**src/rtl/wait_func_queue.sv**
```systemverilog
// -----------------------------------------------------------------------------
// wait_func_queue
//
// Pipelined, multi-outstanding wait function. Requests are accepted over an
// Avalon-ST style valid/ready handshake and queued with the timestamp at which
// they were taken. Requests retire strictly in issue order. Each result is the
// real number of cycles between acceptance and presentation of the result, so
// a short request stuck behind a long one reports its true elapsed time.
//
// Parameters
//   WIDTH  bit width of wait count, timestamp and result
//   DEPTH  maximum in-flight requests (power of 2, >= 2)
//
// Ports
//   CLK             clock
//   RST             synchronous active-high reset
//   m_input_value   requested wait w in cycles (clamped to 2^WIDTH-2)
//   m_valid_in      request valid
//   m_ready_out     request accept, registered, low while full
//   m_output_value  measured latency of the retired request
//   m_valid_out     result valid, registered
//   m_ready_in      downstream ready
//   m_occupancy     queued entries plus the output register
// -----------------------------------------------------------------------------
module wait_func_queue #(
  parameter int WIDTH = 64,
  parameter int DEPTH = 4
) (
  input  logic                       CLK,
  input  logic                       RST,
  input  logic [WIDTH-1:0]           m_input_value,
  input  logic                       m_valid_in,
  output logic                       m_ready_out,
  output logic [WIDTH-1:0]           m_output_value,
  output logic                       m_valid_out,
  input  logic                       m_ready_in,
  output logic [$clog2(DEPTH+1)-1:0] m_occupancy
);

  localparam int PW = $clog2(DEPTH);
  localparam int OW = $clog2(DEPTH+1);

  // Largest wait that still lets the elapsed count (w+1) fit in WIDTH bits.
  localparam logic [WIDTH-1:0] MAX_WAIT = {{(WIDTH-1){1'b1}}, 1'b0};
  localparam logic [WIDTH-1:0] ONE      = {{(WIDTH-1){1'b0}}, 1'b1};
  localparam logic [OW-1:0]    FULL_OCC = OW'(DEPTH);
  localparam logic [OW-1:0]    OCC_ONE  = {{(OW-1){1'b0}}, 1'b1};
  localparam logic [PW-1:0]    PTR_ONE  = {{(PW-1){1'b0}}, 1'b1};

  logic [WIDTH-1:0] now_q;
  logic [WIDTH-1:0] ts_mem   [DEPTH];
  logic [WIDTH-1:0] wait_mem [DEPTH];
  logic [PW-1:0]    wr_ptr_q;
  logic [PW-1:0]    rd_ptr_q;
  logic [OW-1:0]    count_q;
  logic             valid_q;
  logic [WIDTH-1:0] value_q;
  logic             ready_q;

  logic             accept;
  logic             head_eligible;
  logic             retire;
  logic             drain;
  logic [WIDTH-1:0] head_elapsed;
  logic [WIDTH-1:0] wait_clamped;
  logic [OW-1:0]    count_d;
  logic             valid_d;

  // Handshake decode and next-state of the queue count and output register.
  // The elapsed time is a modular difference, so the free-running counter
  // wrapping between accept and retire does not disturb eligibility.
  always_comb begin
    accept        = m_valid_in & ready_q;
    wait_clamped  = (m_input_value > MAX_WAIT) ? MAX_WAIT : m_input_value;
    head_elapsed  = now_q - ts_mem[rd_ptr_q];
    head_eligible = (count_q != '0) && (head_elapsed > wait_mem[rd_ptr_q]);
    retire        = head_eligible & (~valid_q | m_ready_in);
    drain         = valid_q & m_ready_in & ~retire;

    count_d = count_q;
    if (accept && !retire) begin
      count_d = count_q + OCC_ONE;
    end else if (!accept && retire) begin
      count_d = count_q - OCC_ONE;
    end

    valid_d = valid_q;
    if (retire) begin
      valid_d = 1'b1;
    end else if (drain) begin
      valid_d = 1'b0;
    end
  end

  // Control state. ready is registered from the next occupancy so that it is
  // already low in the cycle in which the occupancy reads DEPTH.
  always_ff @(posedge CLK) begin
    if (RST) begin
      now_q    <= '0;
      wr_ptr_q <= '0;
      rd_ptr_q <= '0;
      count_q  <= '0;
      valid_q  <= 1'b0;
      value_q  <= '0;
      ready_q  <= 1'b1;
    end else begin
      now_q   <= now_q + ONE;
      count_q <= count_d;
      valid_q <= valid_d;
      ready_q <= ((count_d + {{(OW-1){1'b0}}, valid_d}) != FULL_OCC);
      if (accept) begin
        wr_ptr_q <= wr_ptr_q + PTR_ONE;
      end
      if (retire) begin
        rd_ptr_q <= rd_ptr_q + PTR_ONE;
        value_q  <= head_elapsed;
      end
    end
  end

  // Request storage; contents need no reset since the pointers define validity.
  always_ff @(posedge CLK) begin
    if (!RST && accept) begin
      ts_mem[wr_ptr_q]   <= now_q;
      wait_mem[wr_ptr_q] <= wait_clamped;
    end
  end

  assign m_ready_out    = ready_q;
  assign m_valid_out    = valid_q;
  assign m_output_value = value_q;
  assign m_occupancy    = count_q + {{(OW-1){1'b0}}, valid_q};

endmodule

```
**config.mk**
```make
export PLATFORM = sky130hd
export DESIGN_NAME = wait_func_queue
export DESIGN_NICKNAME = d
export VERILOG_FILES = /design/src/rtl/wait_func_queue.sv
export SDC_FILE = /design/constraint.sdc
export NUM_CORES = 1
export LEC_CHECK = 0
export CAP_MARGIN = 30
export CORE_AREA = 4 4 352 354
export CTS_BUF_LIST = sky130_fd_sc_hd__clkbuf_4
export CTS_CLUSTER_SIZE = 28
export DETAILED_ROUTE_END_ITERATION = 12
export DIE_AREA = 0 0 356 358
export DONT_BUFFER_PORTS = 1
export PLACE_DENSITY = 0.42
export SETUP_SLACK_MARGIN = 0.02
export SLEW_MARGIN = 20
export SYNTH_ARGS = -nofsm -noshare
export SYNTH_HDL_FRONTEND = slang
export SYNTH_SLANG_ARGS = --single-unit
```
**constraint.sdc**
```tcl
create_clock -name CLK -period 9.5 [get_ports CLK]
set_input_delay 0.475 -clock CLK [delete_from_list [all_inputs] [get_ports CLK]]
set_output_delay 0.475 -clock CLK [all_outputs]
set_load 0.05 [all_outputs]
```
## After elaboration in Yosys (flattened, before gate mapping)

Memories as Yosys holds them, arrays and structs flattened. A register that Yosys moved wholly into a read port is not among the register bits.
Cells that the tools add are included.

- Muxes and demuxes: 11
- $add $sub $neg: 8
- Reduce and logical (&&, ||, !) cells: 8
- Eq/ne operators: 1
- Bitwise gates (word level): 7
- Magnitude comparators: 2

Operators by type and width:

| cell | count |
|---|---|
| $add A64 B1 Y64 const B | 1 |
| $gt A64 B64 Y1 | 1 |
| $gt A64 B64 Y1 const B | 1 |
| $mux W64 | 1 |
| $sub A64 B64 Y64 | 1 |
| $mux W2 | 4 |
| $add A3 B1 Y3 | 2 |
| $mux W3 | 2 |
| $add A2 B1 Y2 const B | 2 |
| $and A1 B1 Y1 | 4 |
| $logic_and A1 B1 Y1 | 4 |
| $mux W1 | 4 |
| $add A3 B1 Y3 const B | 1 |
| $logic_not A1 Y1 | 3 |
| $ne A3 B3 Y1 const B | 1 |
| $reduce_bool A3 Y1 | 1 |
| $sub A3 B1 Y3 const B | 1 |
| $not A1 Y1 | 2 |
| $or A1 B1 Y1 | 1 |

- Bits in writable memories: 512
- Output and inout bits: 69
- Register bits: 137
- Word-level logic and storage cells: 46
- Memories kept: 2
- Input bits: 68

Memories:

| memory | depth | bits a word | read ports | clocked after Yosys merged registers in | wr ports | RTL line | source |
|---|---|---|---|---|---|---|---|
| ts_mem | 4 | 64 | 1 | 1 | 1 | 51 | `logic [WIDTH-1:0] ts_mem [DEPTH];` |
| wait_mem | 4 | 64 | 1 | 1 | 1 | 52 | `logic [WIDTH-1:0] wait_mem [DEPTH];` |

## Longest topological paths before layout

Gate-level depths: netlist (run 1).

- Depth after elaboration: 10
- Mapped depth: 31
- Depth with buffers taken out: 27

## Worst setup path before layout (run 1)

No wires, ideal clock.

- Path kind: reg2reg
- Start point: register with a tool-made name
- End point: register ready_q (netlist: m_ready_out)
- Path buffers: 4
- Data required time: 9.441 ns
- Period minus slack after synthesis: 7.359 ns
- Cell stages (with the launch flop): 30
- Arrival: 7.300 ns
- Setup time: 0.059 ns
- Setup slack: 2.141 ns
- Path through: dfxtp_1 clkbuf_1 buf_1 buf_1 mux4_2 ha_1 inv_1 fa_1 a21o_1 a221oi_2 o211a_4 a21oi_2 a41oi_2 o31a_1 o31a_4 nand3b_1 nor2b_1 xnor2_1 ha_1 nand4_1 nor4_1 nand3_1 or4_1 and2_1 buf_2 maj3_1 mux2i_1 ha_1 xnor3_1 nand2_1

RTL lines:

| what | RTL line | source |
|---|---|---|
| end signal: assignment | 110 | `ready_q <= ((count_d + {{(OW-1){1'b0}}, valid_d}) != FULL_OCC);` |
| end: declaration | 58 | `logic ready_q;` |

==> flow_metrics.tcl, run 1 <==
set metrics [dict create \
    wl_mm 85.5 \
    drtIter0Drc 1274 \
    netlist_area_sq_um 30000 \
    place_congestion 0.822 \
    path_delay_family "simple AND/OR/NAND/NOR gates" \
    cts-root-buf "clkbuf_4" \
    finalCriticalPeriod_ns 8.08 \
    synth-edff-count 512 \
    cp_num_buf_inv 2 \
    r2r_slack_ns 1.42 \
    htreeDepth 4 \
    via_count 18800 \
    dpl.hpwl_mm 57.8 \
    endpoint "m_ready_out" \
    grt.total_usage_pct 13.4 \
    drv_cap 0 \
    ys_seq_elements 651 \
    clkLatencyLatePin_ns 1.06 \
    path_clk_slew_ns 0.08 \
    grt_start_max_net_pins 134 \
    grt_remaining_overflow 0 \
    cts_tree "done" \
    slew_viol_final 0 \
    cp.depth 22 \
    max_freq_mhz 124 \
    crit_top_cell "ha_1" \
    cts.sink_count 651 \
    num_rows 128 \
    grt_pass1_vias 19900 \
    antenna_left 0 \
    layout_worst_path_cycle_share_pct 85.1 \
    setup_viol 0 \
    cts_setup_buffers 0 \
    ios 137 \
    hold_class "in2reg" \
    cts_made_buffers 174 \
    powerDensity_nw_per_um2 252 \
    final-hold-violation-count 0 \
    p_leak_nw 12.6 \
    synthCells 2212 \
    coreArea_sq_um 121000 \
    syn-num-nets 2420 \
    worstPathCellList "buf_12 -> mux4_2 -> inv_1 -> ha_1 -> a21oi_1 -> o21a_1 -> o21ai_0 -> a311oi_1 -> nand2_1 -> a21oi_1 -> xnor2_1 -> ha_1 -> nand4_1 -> nor4_1 -> a211oi_1 -> or4_1 -> and2_2 -> maj3_1 -> mux2i_1 -> ha_1 -> xnor3_1 -> nand2_1" \
    die_w_um 356 \
    required_ns 10.48 \
    fp.dieArea_sq_um 127000 \
    fin_ws_ns 1.42 \
    tightestPinTransition_ns 0.999 \
    antenna_found_initial 5 \
    drc_errors 0 \
    status "finished clean" \
    cts_resized 0 \
    syn2layout_area_growth_pct 17.2 \
    yosysWarnings 0 \
    cpPeakStageDelay_ns 0.77 \
    fin_skew_ns 0.0711 \
    crit_slowest_cell "a311oi_1" \
    reg2reg_to "m_ready_out" \
    first_pass_iters 5 \
    dominantRegCellSynth "edfxtp_1" \
    use_met1_pct 17.3 \
    use_met2_pct 21.8 \
    rsz0062_at_grt "false" \
    wl_per_cell_um 20.6 \
    yosysSeqAreaShare_pct 60.6 \
    port_buffers 0 \
    grt.met3_usage_pct 3.74 \
    peakVddDrop_mv 0.167 \
    avgSynthCellArea_sq_um 13.6 \
    grt_pass1_wl_mm 128 \
    layout_common_cells "edfxtp_1, clkbuf_4, inv_1" \
    critical_path_class "reg2reg" \
    setup_tns_ns 0 \
    die_h_um 358 \
    pre_cts_ws_ns 1.34 \
    endpoint_kind "register" \
    crit_path_start_kind "register" \
    drive_above_1_share_pct 19.5 \
    slew_headroom_pct 33.2 \
    grt.busiest_layer "met2" \
    final_common_cell "edfxtp_1" \
    start_util_pct 24.8 \
    vias_per_cell 4.53 \
    synthArstFlopShare_pct 0 \
    nNetsFinal 2580 \
    r2r_cells 22 \
    cp.arrival_ns 9.07 \
    synth_cell_types 75 \
    clockBufferDepth 3 \
    crit_fanout 30 \
]
[cell usage after synthesis, types with 8 or more instances]
| cell | instances | area [sq um] |
|---|---|---|
| o21bai_1 | 9 | 67.6 |
| xnor2_1 | 51 | 447 |
| a21o_1 | 43 | 323 |
| o21ai_0 | 73 | 365 |
| and2_1 | 10 | 62.6 |
| nor2_1 | 141 | 529 |
| clkbuf_1 | 109 | 409 |
| edfxtp_1 | 512 | 15400 |
| nor3_1 | 22 | 110 |
| mux4_2 | 128 | 2880 |
| nand4_1 | 64 | 400 |
| o211ai_1 | 10 | 75.1 |
| buf_1 | 19 | 71.3 |
| nor2b_1 | 12 | 75.1 |
| nand2b_1 | 8 | 50.1 |
| o21a_1 | 8 | 60.1 |
| inv_1 | 153 | 574 |
| nand3_1 | 48 | 240 |
| and4_1 | 9 | 78.8 |
| dfxtp_1 | 139 | 2780 |
| and3_1 | 14 | 87.6 |
| buf_2 | 13 | 65.1 |
| a31oi_1 | 17 | 106 |
| xor2_1 | 64 | 561 |
| mux2i_1 | 38 | 380 |
| nand2_1 | 112 | 420 |
| nor4_1 | 13 | 81.3 |
| a21oi_1 | 125 | 626 |
| ha_1 | 139 | 1740 |
| or3_1 | 19 | 119 |
| a22o_1 | 10 | 87.6 |
[flip-flops by register name (all words and copies together) (netlist names), named ones only]
signal and cells:
count_q 3, m_output_value 64, m_ready_out 1, m_valid_out 1
now_q 64, rd_ptr_q 2, ts_mem 256, wait_mem 256
wr_ptr_q 2
[cell families after synthesis]
kind of cell,share of synthesized area [%]
compound gates,7.41
buf+inv,3.75
mux,10.9
simple gates,8.03
flops,60.6
fa+ha+maj,5.93
xor+xnor,3.43
[where the power goes]
part	switching, mW	total [mW]	leakage [nW]	internal (mW)
Clock	1.19	2.56	1.39	1.37
Sequential	0.575	3.90	5.85	3.33
Combinational	1.42	2.41	5.38	0.983
[worst min-delay path by stage]
stage / start / to / slack (ns) / depth (start not counted)
3_3_place_gp: wr_ptr_q[1] / wr_ptr_q[1] / 0.48 / 2
4_1_cts: m_input_value[50] / wait_mem[2][50] / 0.0006 / 1
2_1_floorplan: now_q[0] / now_q[0] / 0.46 / 1
3_5_place_dp: rd_ptr_q[1] / register / 0.49 / 2
6_report: m_input_value[50] / wait_mem[2][50] / 0.19 / 1
5_1_grt: m_input_value[38] / wait_mem[1][38] / 0.08 / 1
[routing by layer]
| layer | up-vias | wire, um |
|---|---|---|
| met3 | 109 | 5570 |
| met2 | 464 | 40000 |
| met1 | 9459 | 38200 |
| li1 | 8757 | - |
| met4 | 0 | 1670 |
| met5 | - | 0 |
[worst register-to-register path: cells and delay by family (launching register included)]
kind	cells	cell delay, ns
AOI/OAI and AO/OA	6	1.95
DFF	1	0.74
muxes	2	0.73
buffers and inverters	2	0.44
and+or+nand+nor	6	2.44
adders and majority gates	4	1.22
xor gates and xnor gates	2	0.54
[stage by stage]
stage | util [%] | hold slack, ns | power [mW] | cells | area [sq um]
floorplan | - | 0.465 | 5.57 | 2212 | 30000
global placement | 26.2 | 0.482 | 6.33 | 3723 | 31800
detailed placement | 26.2 | 0.488 | 6.35 | 3724 | 31800
CTS | 29.0 | 0.000569 | 9.05 | 4140 | 35100
global route | 29.0 | 0.0824 | 9.46 | 4150 | 35100
finish | 29.0 | 0.185 | 8.87 | 4150 | 35100
[timing repair]
| item | CTS | global route |
|---|---|---|
| hold endpoints to repair | 439 | 0 |
| endpoints found under the setup margin | 0 | 0 |
| hold buffers | 94 | 0 |
[final cells by class]
cell class | instances | area (sq um)
inverter | 153 | 574
multi-input combinational | 1266 | 10700
antenna | 7 | 17.5
fill | 12500 | 85900
clock buffer | 275 | 2060
clock inverter | 47 | 277
timing repair buffer | 126 | 1270
sequential | 651 | 18200
tap | 1625 | 2030
(Power assumes the default switching activity.)
==> run 2, diff against run 1 <==
--- a/config.mk
+++ b/config.mk
@@ -5,12 +5,13 @@
 export SDC_FILE = /design/constraint.sdc
 export NUM_CORES = 1
 export LEC_CHECK = 0
+export ABC_AREA = 1
 export CAP_MARGIN = 30
-export CORE_AREA = 4 4 352 354
+export CORE_AREA = 4 4 361 363
 export CTS_BUF_LIST = sky130_fd_sc_hd__clkbuf_4
 export CTS_CLUSTER_SIZE = 28
 export DETAILED_ROUTE_END_ITERATION = 12
-export DIE_AREA = 0 0 356 358
+export DIE_AREA = 0 0 365 367
 export DONT_BUFFER_PORTS = 1
 export PLACE_DENSITY = 0.42
 export SETUP_SLACK_MARGIN = 0.02
==> run 2 against run 1 <==
Compared with the run above: design area rose by 5.2%; first-iteration DRC count rose by 22%; count of clock-buffer cells in the layout rose by 9; sequential power fell by 3%; routed wire length rose by 24%; synthesized cell count rose by 44%; area after synthesis rose by 5.3%; utilization rose by 0.067 points; critical endpoint is now m_output_value[47]; largest cell class unchanged; non-clock buffer count rose by 28; sequential cell count did not move; worst hold slack got worse by 0.013 ns; clock skew rose by 0.016 ns.
==> flow_metrics.tcl, run 2 <==
set metrics [dict create \
    drv_cap 0 \
    synth_cell_types 59 \
    status "finished clean" \
    slew_headroom_pct 29.3 \
    synth_area_leaders "edfxtp_1, dfxtp_1, nand2_1" \
    crit_fanout 173 \
    endpoint_kind "register" \
    setup_tns_ns 0 \
    cts_tree "done" \
    clockBufferDepth 3 \
    fin_skew_ns 0.0870 \
    drive_above_1_share_pct 11.5 \
    clkLatencyLatePin_ns 1.10 \
    tightestPinTransition_ns 1.06 \
    synth_common_cells "nand2_1, edfxtp_1, a21oi_1" \
    yosys.area_share.adder_pct 5.57 \
    fin_ws_ns 2.73 \
    p_leak_nw 13.9 \
    via_count 23700 \
    setup_viol 0 \
    grt_remaining_overflow 0 \
    cts_made_buffers 175 \
    grt_start_max_net_pins 174 \
    holdPathStages 3 \
    wl_mm 106 \
    cp.depth 29 \
    pre_cts_ws_ns 2.66 \
    vias_per_cell 4.60 \
    crit_path_start_kind "register" \
    grt_pass1_wl_mm 157 \
    htreeDepth 4 \
    final-hold-violation-count 0 \
    cts_hold_buffers 129 \
    drtIter0Drc 1554 \
    post-synth-top-count-cell "nand2_1" \
    synthArstFlopShare_pct 0 \
    die_w_um 365 \
    netlist_area_sq_um 31600 \
    final_common_cell "nand2_1" \
    coreArea_sq_um 127000 \
    ys_seq_elements 651 \
    fp.dieArea_sq_um 134000 \
    antenna_found_initial 2 \
    start_util_pct 24.9 \
    cp_num_buf_inv 5 \
    synth_top_family_by_area "simple AND/OR/NAND/NOR gates" \
    dpl.hpwl_mm 73.5 \
    wl_per_cell_um 20.6 \
    cpPeakStageDelay_ns 0.58 \
    num_rows 131 \
    peakVddDrop_mv 0.121 \
    cts_setup_buffers 0 \
    crit_top_cell "nand2_1" \
    synth-compound-area-share_pct 12.7 \
    first_pass_iters 5 \
    path_delay_family "simple AND/OR/NAND/NOR gates" \
    nNetsFinal 3552 \
    layout_common_cells "nand2_1, edfxtp_1, a21oi_1" \
    synthCells 3190 \
    synth_area_leader_cell "edfxtp_1" \
    cp.arrival_ns 7.73 \
    synth.area.mux_share_pct 0 \
    layout_worst_path_cycle_share_pct 71.2 \
    yosys.area_share.simple_pct 16.6 \
    yosysWarnings 0 \
    hold_class "in2reg" \
    grt_pass1_vias 23500 \
    finalCriticalPeriod_ns 6.77 \
    required_ns 10.46 \
    max_freq_mhz 148 \
    cts_resized 0 \
    yosysSeqAreaShare_pct 57.5 \
    synth_top_area_share_pct 48.7 \
    antenna_left 0 \
    syn-num-nets 3398 \
    critical_path_class "reg2reg" \
    powerDensity_nw_per_um2 249 \
    port_buffers 0 \
    top_regs "ts_mem (256), wait_mem (256)" \
    synthXorXnorAreaFrac_pct 2.29 \
    syn2layout_area_growth_pct 17.1 \
    ios 137 \
    cts-root-buf "clkbuf_4" \
    path_clk_slew_ns 0.06 \
    rsz0062_at_grt "false" \
    crit_slowest_cell "dfxtp_4" \
    fill_cells 13300 \
    avgSynthCellArea_sq_um 9.90 \
    grt.total_usage_pct 15.7 \
    dominantRegCellSynth "edfxtp_1" \
    die_h_um 367 \
    place_congestion 0.913 \
    slew_viol_final 0 \
    r2r_cells 29 \
    cts.sink_count 651 \
    synth-edff-count 512 \
    drc_errors 0 \
]
==> run 2: cell count changes after synthesis, sizes merged, moves of 18 or more <==
cell,delta
mux2i,-38
a21oi,+182
o21ai,+55
a21o,-38
nand2,+627
clkbuf,+49
nand4,-18
or3,-19
mux4,-128
xnor2,-36
a32o,+125
nor3,+38
nor2,+148
inv,+115
==> run 2: layer usage <==
layer	vias up	track usage, %	wire, um
met1	11500	20.5	48300
met2	504	25.3	49500
met5	-	0	0
met4	0	4.87	2440
li1	11600	-	-
met3	126	4.34	6000
==> run 2: cell type report <==
class                           instances  area [sq um]  share of cell area (%)
Sequential cell                       651         18200                    49.1
Antenna cell                            7          17.5                  0.0474
Clock inverter                         38           267                   0.721
Clock buffer                          284          2130                    5.77
Inverter                              268          1020                    2.77
Timing Repair Buffer                  154          1520                    4.12
Multi-Input combinational cell       2094         11800                    31.8
Tap cell                             1662          2080                    5.63
==> run 2: logic make-up (layout without fill, tap and decap cells) <==
logic type | Yosys count | after routing
buffers and inverters | 445 | 744
other | 0 | 7
and+or+nand+nor | 1236 | 1236
adders and majority gates | 140 | 140
xor gates and xnor gates | 79 | 79
AOI/OAI and AO/OA | 639 | 639
DFF | 651 | 651
==> run 2: path summary, 6_finish.rpt <==
path                                         from                  to  slack [ns]
worst max-delay path                     register  m_output_value[47]        2.73
worst min-delay path            m_input_value[58]      wait_mem[0][0]        0.17
worst max register to register           register  m_output_value[47]        2.73
worst min register to register        rd_ptr_q[1]            register        0.47
==> run 2: report_power, final <==
group          total, mW  internal, mW  switching [mW]
clock               2.64          1.46            1.19
combinational       2.77         0.866            1.90
sequential          3.79          3.30           0.495
==> run 2: per-stage QoR <==
step	power, mW	hold WS (ns)	area (sq um)	util, %	std cells
6_report	9.20	0.173	37000	29.1	5158
5_1_grt	9.84	0.0488	37000	29.1	5158
4_1_cts	9.37	0.00464	36900	29.1	5151
3_5_place_dp	6.60	0.467	33200	26.2	4700
3_3_place_gp	6.61	0.457	33200	26.2	4700
2_1_floorplan	5.63	0.447	31600	-	3190
==> run 2: worst reg2reg max path, delay by kind of cell, from the launching register on <==
family                     cells  cell delay, ns
xor gates and xnor gates       1            0.35
AOI/OAI and AO/OA              6            1.41
and+or+nand+nor               14            1.81
buffers and inverters          5            1.74
adders and majority gates      3            0.80
DFF                            1            0.58
==> run 3, diff against run 2 <==
--- a/config.mk
+++ b/config.mk
@@ -13,7 +13,7 @@
 export DETAILED_ROUTE_END_ITERATION = 12
 export DIE_AREA = 0 0 365 367
 export DONT_BUFFER_PORTS = 1
-export PLACE_DENSITY = 0.42
+export PLACE_DENSITY = 0.43
 export SETUP_SLACK_MARGIN = 0.02
 export SLEW_MARGIN = 20
 export SYNTH_ARGS = -nofsm -noshare
==> constraint.sdc (replaced) <==
create_clock -name CLK -period 5.79 [get_ports CLK]
set_input_delay 0.2895 -clock CLK [delete_from_list [all_inputs] [get_ports CLK]]
set_output_delay 0.2895 -clock CLK [all_outputs]
set_load 0.05 [all_outputs]
==> run 3 against run 2 <==
Compared with the run above: combinational power increased by 100%; clock skew is 0.0017 ns lower; sequential power increased by 63%; highest routed layer unchanged; routed wire length increased by 3.2%; utilization increased by 2.4 points; register-to-register slack got worse by 2.6 ns.
==> flow_metrics.tcl, run 3 (same netlist as run 2, synthesis figures left out) <==
set metrics [dict create \
    wl_mm 110 \
    p_int_mw 9.97 \
    use_met1_pct 20.9 \
    fin_util_pct 31.5 \
    setup_viol 0 \
    combPwrFrac_pct 34.8 \
    syn2layout_area_growth_pct 26.9 \
    slew_viol_final 0 \
    drc_errors 0 \
    drv_cap 0 \
    fin_skew_ns 0.0854 \
    clockBufferDepth 3 \
    tightestPinTransition_ns 0.976 \
    clkLatencyLatePin_ns 1.12 \
    cp.arrival_ns 6.68 \
    required_ns 6.80 \
    crit_top_cell "nand2_1" \
    cts_made_buffers 175 \
    cts_tree "done" \
    grt_pass1_vias 24600 \
    cts-root-buf "clkbuf_4" \
    hold_class "in2reg" \
    top_regs "ts_mem (256), wait_mem (256)" \
    antenna_found_initial 1 \
    vias_per_cell 4.56 \
    crit_fanout 11 \
    status "finished clean" \
    final-hold-violation-count 0 \
    rsz0062_at_grt "true" \
    drive_above_1_share_pct 20.0 \
    drtIter0Drc 1542 \
    wl_per_cell_um 20.0 \
    port_buffers 0 \
    holdWs_ns 0.104 \
    crit_path_start_kind "register" \
    num_rows 131 \
    path_clk_slew_ns 0.06 \
    layout_worst_path_cycle_share_pct 98.0 \
    antenna_left 0 \
    grt.total_usage_pct 15.9 \
    endpoint_kind "register" \
    critical_path_class "reg2reg" \
    htreeDepth 4 \
    die_h_um 367 \
    nNetsFinal 3870 \
    ios 137 \
    pwr-share-seq_pct 38.2 \
    swShare_pct 38.3 \
    crit_slowest_cell "dfxtp_4" \
    grt.met3_usage_pct 3.44 \
    start_util_pct 24.9 \
    grt_pass1_wl_mm 159 \
    first_pass_iters 5 \
    place_inst 5001 \
    coreArea_sq_um 127000 \
    power_frac_clock_pct 27.0 \
    peakVddDrop_mv 0.176 \
    grt_start_max_net_pins 129 \
    final_common_cell "nand2_1" \
    die_w_um 365 \
    finalCriticalPeriod_ns 5.67 \
    p_leak_nw 15.6 \
    dpl.hpwl_mm 78.2 \
    slew_headroom_pct 34.9 \
    use_met2_pct 25.6 \
    total_power_mw 16.2 \
    switchingPower_mw 6.18 \
    via_count 24900 \
    powerDensity_nw_per_um2 403 \
    place_congestion 0.892 \
    cts.sink_count 651 \
    fin_cells 5470 \
    grt.busiest_layer "met2" \
    grt_remaining_overflow 0 \
    cpPeakStageDelay_ns 0.40 \
    max_freq_mhz 176 \
    layout_common_cells "nand2_1, edfxtp_1, buf_4" \
    fp.dieArea_sq_um 134000 \
]
## run 3: cell count changes in the layout (fill, tap and decap cells not counted), sizes merged
cell,change
buf,+307
dlygate4sd3,+5
clkinv,+4
diode,-4
bufinv,+1
clkbuf,-1
clkinvlp,+1
inv,-1
## run 3: path summary, 6_finish.rpt
check | endpoint | depth (start not counted) | startpoint | slack, ns
worst max register to register | m_ready_out | 31 | register | 0.12
worst min register to register | register | 2 | rd_ptr_q[1] | 0.48
worst min-delay path | wait_mem[2][0] | 3 | m_input_value[2] | 0.10
worst max-delay path | m_ready_out | 31 | register | 0.12
## run 3: layout make-up
cell class | count | area [sq um]
Inverter | 268 | 1020
Multi-Input combinational cell | 2094 | 12000
Tap cell | 1662 | 2080
Antenna cell | 3 | 7.51
Clock inverter | 43 | 327
Fill cell | 13200 | 87000
Sequential cell | 651 | 18200
Timing Repair Buffer | 472 | 4340
Clock buffer | 277 | 2080
## run 3: power groups by stage
stage | Combinational, mW | Clock, mW | Sequential (mW)
after global routing | 6.22 | 4.79 | 6.21
after floorplan | 3.05 | 0 | 6.18
after CTS | 5.52 | 4.54 | 6.18
after detailed placement | 5.36 | 0 | 6.28
final | 5.62 | 4.36 | 6.18
after global placement | 5.36 | 0 | 6.28
## run 3: routing by layer
metal / wire [um] / up-vias
met5: 0 / -
met4: 3280 / 0
met3: 5690 / 154
met2: 50900 / 558
met1: 49700 / 12000
li1: - / 12200
## run 3: worst max-delay path: cells and delay by family, from the launching register on
| family | cells | cell delay (ns) |
|---|---|---|
| AOI/OAI and AO/OA | 8 | 1.66 |
| and+or+nand+nor | 10 | 1.16 |
| adders and majority gates | 4 | 1.09 |
| buffers and inverters | 7 | 0.91 |
| DFF | 1 | 0.40 |
| xor gates and xnor gates | 2 | 0.32 |
## run 3: stage by stage
stage	area, sq um	setup WS [ns]	setup TNS, ns
global placement	35700	-0.236	-0.236
detailed placement	35800	-0.137	-0.137
finish	40100	0.118	0
global route	40100	-0.122	-0.122
CTS	39600	0.0353	0
floorplan	31600	-1.28	-655.23
## run 3: what timing repair did
item / in CTS / in global routing
endpoints found under the hold margin: 476 / 0
gates cloned: 0 / 5
setup endpoints to repair: 1 / 59
hold buffers: 134 / 0
buffers inserted: 0 / 6
pin swaps: 1 / 12
gates resized for setup: 6 / 71
